`src/rtl/verif_scheduler.sv`:
```
`default_nettype none
// ============================================================================
//  Module      : verif_scheduler
//  Description : Sweeps two search windows across the active line (A moves
//                right, B moves left) once per frame, grants detection hits
//                from two engines round-robin, and holds a granted bounding
//                box for HOLD_FRAMES frames before rescanning.
//  Ports       : Clk, Rst (async active-low)        - clock / reset
//                enable                             - search enable
//                H_Cont, V_Cont                     - pixel / line counters
//                hit_a/box_a, hit_b/box_b           - engine detections
//                win_a_x1/x2, win_b_x1/x2           - engine search windows
//                search_en                          - engines armed
//                x1, y1, x2, y2, ativo              - granted box and valid
//                state                              - FSM state code
//  Options     : SCHED_BOX_CHECK_EN - reject malformed / off-frame boxes
//  Revision    : 1.0 - initial release
// ============================================================================
module verif_scheduler #(
   parameter int FRAME_W     = 800,
   parameter int WIN_W       = 250,
   parameter int STEP        = 10,
   parameter int HOLD_FRAMES = 30
) (
   input  logic        Clk,
   input  logic        Rst,
   input  logic        enable,
   input  logic [12:0] H_Cont,
   input  logic [12:0] V_Cont,
   input  logic        hit_a,
   input  logic [51:0] box_a,
   input  logic        hit_b,
   input  logic [51:0] box_b,
   output logic [12:0] win_a_x1,
   output logic [12:0] win_a_x2,
   output logic [12:0] win_b_x1,
   output logic [12:0] win_b_x2,
   output logic        search_en,
   output logic [12:0] x1,
   output logic [12:0] y1,
   output logic [12:0] x2,
   output logic [12:0] y2,
   output logic        ativo,
   output logic [1:0]  state
);

   localparam logic [1:0]  c_IDLE   = 2'd0;
   localparam logic [1:0]  c_SEARCH = 2'd1;
   localparam logic [1:0]  c_LOCKED = 2'd2;

   localparam int          c_CNT_W  = $clog2(HOLD_FRAMES + 1);
   localparam logic [c_CNT_W-1:0] c_HOLD_LAST = c_CNT_W'(HOLD_FRAMES - 1);

   localparam logic [12:0] c_WA_X1  = 13'd0;
   localparam logic [12:0] c_WA_X2  = 13'(WIN_W);
   localparam logic [12:0] c_WB_X1  = 13'(FRAME_W);
   localparam logic [12:0] c_WB_X2  = 13'(FRAME_W - WIN_W);
   localparam logic [12:0] c_STEP   = 13'(STEP);

   logic [1:0]         state_q, state_d;
   logic [12:0]        wa1_q, wa1_d, wa2_q, wa2_d, wb1_q, wb1_d, wb2_q, wb2_d;
   logic [51:0]        box_q, box_d;
   logic               ativo_q, ativo_d;
   logic [c_CNT_W-1:0] hold_q, hold_d;
   logic               last_b_q, last_b_d;   // 1: engine B was granted last
   logic               fs_q;

   logic               w_origin, w_fs;
   logic               w_valid_a, w_valid_b, w_grant_a, w_grant_b;
   logic [12:0]        w_na1, w_na2, w_nb1, w_nb2;

   // Frame start: rising edge of the (0,0) pixel position.
   assign w_origin = (H_Cont == 13'd0) && (V_Cont == 13'd0);
   assign w_fs     = w_origin && !fs_q;

`ifdef SCHED_BOX_CHECK_EN
   function automatic logic box_ok(input logic [51:0] b);
      return (b[25:13] > b[51:39]) && (b[12:0] > b[38:26]) &&
             (b[25:13] <= c_WB_X1);
   endfunction
   assign w_valid_a = hit_a && box_ok(box_a);
   assign w_valid_b = hit_b && box_ok(box_b);
`else
   assign w_valid_a = hit_a;
   assign w_valid_b = hit_b;
`endif

   // On a tie the engine that was not granted last wins.
   assign w_grant_a = w_valid_a && (!w_valid_b ||  last_b_q);
   assign w_grant_b = w_valid_b && (!w_valid_a || !last_b_q);

   assign w_na1 = wa1_q + c_STEP;
   assign w_na2 = wa2_q + c_STEP;
   assign w_nb1 = wb1_q - c_STEP;
   assign w_nb2 = wb2_q - c_STEP;

   always_comb begin
      state_d  = state_q;
      wa1_d    = wa1_q;
      wa2_d    = wa2_q;
      wb1_d    = wb1_q;
      wb2_d    = wb2_q;
      box_d    = box_q;
      ativo_d  = ativo_q;
      hold_d   = hold_q;
      last_b_d = last_b_q;

      if (!enable) begin
         state_d = c_IDLE;
         ativo_d = 1'b0;
         hold_d  = '0;
         wa1_d   = c_WA_X1;
         wa2_d   = c_WA_X2;
         wb1_d   = c_WB_X1;
         wb2_d   = c_WB_X2;
      end else begin
         case (state_q)
            c_IDLE: begin
               wa1_d = c_WA_X1;
               wa2_d = c_WA_X2;
               wb1_d = c_WB_X1;
               wb2_d = c_WB_X2;
               if (w_fs) state_d = c_SEARCH;
            end
            c_SEARCH: begin
               // A grant takes priority over a coincident frame step.
               if (w_grant_a || w_grant_b) begin
                  box_d    = w_grant_a ? box_a : box_b;
                  ativo_d  = 1'b1;
                  last_b_d = w_grant_b;
                  state_d  = c_LOCKED;
               end else if (w_fs) begin
                  if (w_na1 >= w_nb2) begin
                     // Windows crossed: sweep done without a detection.
                     wa1_d   = c_WA_X1;
                     wa2_d   = c_WA_X2;
                     wb1_d   = c_WB_X1;
                     wb2_d   = c_WB_X2;
                     ativo_d = 1'b0;
                  end else begin
                     wa1_d = w_na1;
                     wa2_d = w_na2;
                     wb1_d = w_nb1;
                     wb2_d = w_nb2;
                  end
               end
            end
            c_LOCKED: begin
               if (w_fs) begin
                  if (hold_q == c_HOLD_LAST) begin
                     hold_d  = '0;
                     wa1_d   = c_WA_X1;
                     wa2_d   = c_WA_X2;
                     wb1_d   = c_WB_X1;
                     wb2_d   = c_WB_X2;
                     state_d = c_SEARCH;
                  end else begin
                     hold_d = hold_q + 1'b1;
                  end
               end
            end
            default: state_d = c_IDLE;
         endcase
      end
   end

   always_ff @(posedge Clk or negedge Rst) begin
      if (!Rst) begin
         state_q  <= c_IDLE;
         wa1_q    <= c_WA_X1;
         wa2_q    <= c_WA_X2;
         wb1_q    <= c_WB_X1;
         wb2_q    <= c_WB_X2;
         box_q    <= '0;
         ativo_q  <= 1'b0;
         hold_q   <= '0;
         last_b_q <= 1'b1;
         fs_q     <= 1'b0;
      end else begin
         state_q  <= state_d;
         wa1_q    <= wa1_d;
         wa2_q    <= wa2_d;
         wb1_q    <= wb1_d;
         wb2_q    <= wb2_d;
         box_q    <= box_d;
         ativo_q  <= ativo_d;
         hold_q   <= hold_d;
         last_b_q <= last_b_d;
         fs_q     <= w_origin;
      end
   end

   assign win_a_x1  = wa1_q;
   assign win_a_x2  = wa2_q;
   assign win_b_x1  = wb1_q;
   assign win_b_x2  = wb2_q;
   assign search_en = (state_q == c_SEARCH);
   assign x1        = box_q[51:39];
   assign y1        = box_q[38:26];
   assign x2        = box_q[25:13];
   assign y2        = box_q[12:0];
   assign ativo     = ativo_q;
   assign state     = state_q;

endmodule
`default_nettype wire

```
`config.mk`:
```
export PLATFORM = sky130hd
export DESIGN_NAME = verif_scheduler
export DESIGN_NICKNAME = d
export VERILOG_FILES = /design/src/rtl/verif_scheduler.sv
export SDC_FILE = /design/constraint.sdc
export NUM_CORES = 1
export LEC_CHECK = 0
export CORE_MARGIN = 2
export CORE_UTILIZATION = 44
export CTS_CLUSTER_SIZE = 30
export DETAILED_ROUTE_END_ITERATION = 6
export PLACE_DENSITY_LB_ADDON = 0.2
export SLEW_MARGIN = 20
export SYNTH_ARGS = -nofsm -noshare
export SYNTH_HDL_FRONTEND = slang
export SYNTH_SLANG_ARGS = --single-unit
export TNS_END_PERCENT = 50
```
`constraint.sdc`:
```
create_clock -name Clk -period 4.3 [get_ports Clk]
set_input_delay 0.645 -clock Clk [delete_from_list [all_inputs] [get_ports Clk]]
set_output_delay 0.645 -clock Clk [all_outputs]
set_load 0.01 [all_outputs]
```
==> flow_summary.json <==
{
  "ir_worst_vdd_mv": 0.169,
  "synth_area_mm2": 0.00589,
  "grt_max_degree": 53,
  "final_cell_mix": "237 x clkdlybuf4s50_1, 96 x dfrtp_1, 86 x nand2_1",
  "cp-start-kind": "flop",
  "postCtsSetupBuffers": 0,
  "antenna_left": 0,
  "grt_antenna_before_repair": 0,
  "fin_skew_ns": 0.0102,
  "ff_latch_area_mm2": 0.00277,
  "timing.final.crit_share_pct": 88.1,
  "fillers": 1067,
  "area_growth_pct": 47.5,
  "hpwl_um": 12800,
  "clock_latency_ns": 0.34,
  "async_reset_ff_share_pct": 100,
  "dp_cells": 990,
  "tns_ns": 0,
  "synth_area_per_cell_um2": 9.79,
  "layout.cells.non_filler": 1006,
  "via_count": 5365,
  "fmax_mhz": 264,
  "pre_cts_ws_ns": 0.601,
  "root_buffer": "clkbuf_16",
  "postCtsHoldBufs": 0,
  "grt_pass1_wl_um": 27300,
  "gp_congestion": 0.912,
  "fin_nets": 978,
  "synth_ff_type": "dfrtp_1",
  "r2r_slack_ns": 0.51,
  "synth_seq_area_share_pct": 47.0,
  "path_max_fanout": 14,
  "port_buffers": 238,
  "ys_seq_elements": 110,
  "hold_violations": 0,
  "cp.required_ns": 4.54,
  "worst-setup-path-type": "flop to flop",
  "firstDrtPassIters": 4,
  "ios": 243,
  "utilization_pct": 66.2,
  "clockBufferDepth": 2,
  "cts_tree": "built",
  "arrival_ns": 4.03,
  "routed_wl_um": 16700,
  "wl_per_cell_um": 16.6,
  "grt_pass1_vias": 5410,
  "synth_cells": 602,
  "post_synth_num_cell_types": 55,
  "worst_slew_pin_slew_ns": 0.990,
  "relSlewSlack_pct": 34.0,
  "clkTransAtPathRegs_ns": 0.07,
  "power_leakage_uw": 0.00387,
  "multi_input_area_mm2": 0.00290,
  "ys_warn_count": 0,
  "fin_ws_ns": 0.512,
  "cts.sinks": 110,
  "drive_above_1_share_pct": 5.90,
  "grt_remaining_overflow": 0,
  "synth-edff-count": 0,
  "dieHeight_um": 120,
  "globalRouteTotalUtil_pct": 23.9,
  "num_rows": 42,
  "power_per_cell_area_mw_per_mm2": 241,
  "min_period_ns": 3.79,
  "num_antenna_cells": 0,
  "max-cap-violations": 0,
  "final_common_cell": "clkdlybuf4s50_1",
  "initial_utilization_pct": 44.8,
  "core_area_mm2": 0.0131,
  "vias_per_cell": 5.33,
  "cts_resized": 0,
  "drtIter0Drc": 368,
  "dieWidth_um": 120,
  "drc_errors": 0,
  "hold_class": "input pin to asynchronous set/reset pin",
  "fp.dieArea_mm2": 0.0143,
  "drv_slew": 0,
  "cts_htree_levels": 3,
  "holdWs_ns": 0.286,
  "crit_path_end_kind": "flop",
  "rsz0062_at_grt": "false",
  "setup_viol": 0,
  "status": "complete, no violations",
  "cts_buffers": 9
}
-- logic make-up (layout without fill, tap and decap cells) --
kind of cell | Yosys count | after routing | share of synthesized area (%)
and+or+nand+nor | 188 | 188 | 15.2
DFF | 110 | 110 | 47.0
AOI/OAI and AO/OA | 164 | 164 | 17.7
muxes | 52 | 52 | 8.83
adders and majority gates | 18 | 18 | 3.82
other | 1 | 4 | 0.0636
xor gates and xnor gates | 20 | 20 | 2.97
buffers and inverters | 49 | 274 | 4.40
-- synth_stat cells (all sizes together) (2+ instances only) --
cell type / count / area [µm²]
a21o: 5 / 37.5
a21oi: 17 / 85.1
a22o: 19 / 166
a22oi: 3 / 22.5
a2bb2oi: 7 / 61.3
a31oi: 2 / 12.5
and2: 3 / 18.8
and3: 5 / 31.3
and4: 2 / 17.5
buf: 19 / 146
clkbuf: 18 / 67.6
dfrtp: 96 / 2400
dfstp: 14 / 368
ha: 18 / 225
inv: 12 / 45.0
mux2i: 52 / 521
nand2: 87 / 329
nand2b: 3 / 18.8
nand3: 16 / 80.1
nand4: 3 / 18.8
nor2: 27 / 109
nor2b: 6 / 37.5
nor3: 19 / 123
nor4: 10 / 62.6
o211ai: 2 / 15.0
o21a: 2 / 15.0
o21ai: 85 / 425
o22a: 2 / 26.3
o22ai: 4 / 38.8
o2bb2ai: 2 / 17.5
o311ai: 2 / 17.5
o31ai: 7 / 57.6
or3: 4 / 25.0
xnor2: 14 / 123
xor2: 6 / 52.6
-- critical path: stages, from the launching register on --
cell and delay (ns):
dfrtp_1 0.42, or3_1 0.37, or3_1 0.32, or3_1 0.44
nor3_4 0.19, xnor2_1 0.18, ha_1 0.29, nand4_1 0.16
nor3_1 0.07, nor3_1 0.27, and3_1 0.37, nand2_2 0.27
o311ai_1 0.33
-- path summary, 6_finish.rpt --
check | from | end | cells after the start
worst min register to register | box_q[42] | box_q[42] | 2
worst max-delay path | win_b_x2[6] | win_a_x2[12] | 12
min in group Clk | box_q[42] | box_q[42] | 2
max in group asynchronous | Rst | win_b_x2[1] | 2
worst max register to register | win_b_x2[6] | win_a_x2[12] | 12
worst min-delay path | Rst | win_a_x1[12] | 1
-- cell type report --
class	count	share of cell area (%)
inverters	12	0.518
flip-flops and latches	110	31.9
multi-input cells	446	33.3
clock inverters	4	0.604
clock buffers	12	2.95
well taps	176	2.53
repair buffers	246	28.2
-- stage by stage --
step	total power [µW]	instance area [µm²]
2_1_floorplan	1100	5900
4_1_cts	2120	8690
5_1_grt	2170	8690
6_report	2090	8690
3_5_place_dp	1260	8380
3_3_place_gp	1250	8380
-- layer usage --
layer / vias to the layer above / track usage (%) / share of wire [%]
met2: 181 / 41.4 / 50
met4: 0 / 7.94 / 1.8
li1: 2599 / - / -
met3: 23 / 4.75 / 5.8
met1: 2562 / 29.9 / 42
met5: - / 0 / 0
-- power breakdown --
part | internal (µW) | total (µW) | leakage, µW | switching, µW
Combinational | 132 | 200 | 0.00223 | 68.0
Sequential | 1030 | 1030 | 0.00149 | 0.0000644
Clock | 488 | 857 | 0.000154 | 370
-- state kept, by name, summed over array words and instances, names as in the netlist --
register / count
last_b_q: 1
win_b_x2: 12
box_q: 52
win_a_x2: 12
win_a_x1: 12
fs_q: 1
ativo: 1
win_b_x1: 12
hold_q: 5
state: 2
Note: power is estimated with default switching activity, not from simulation.
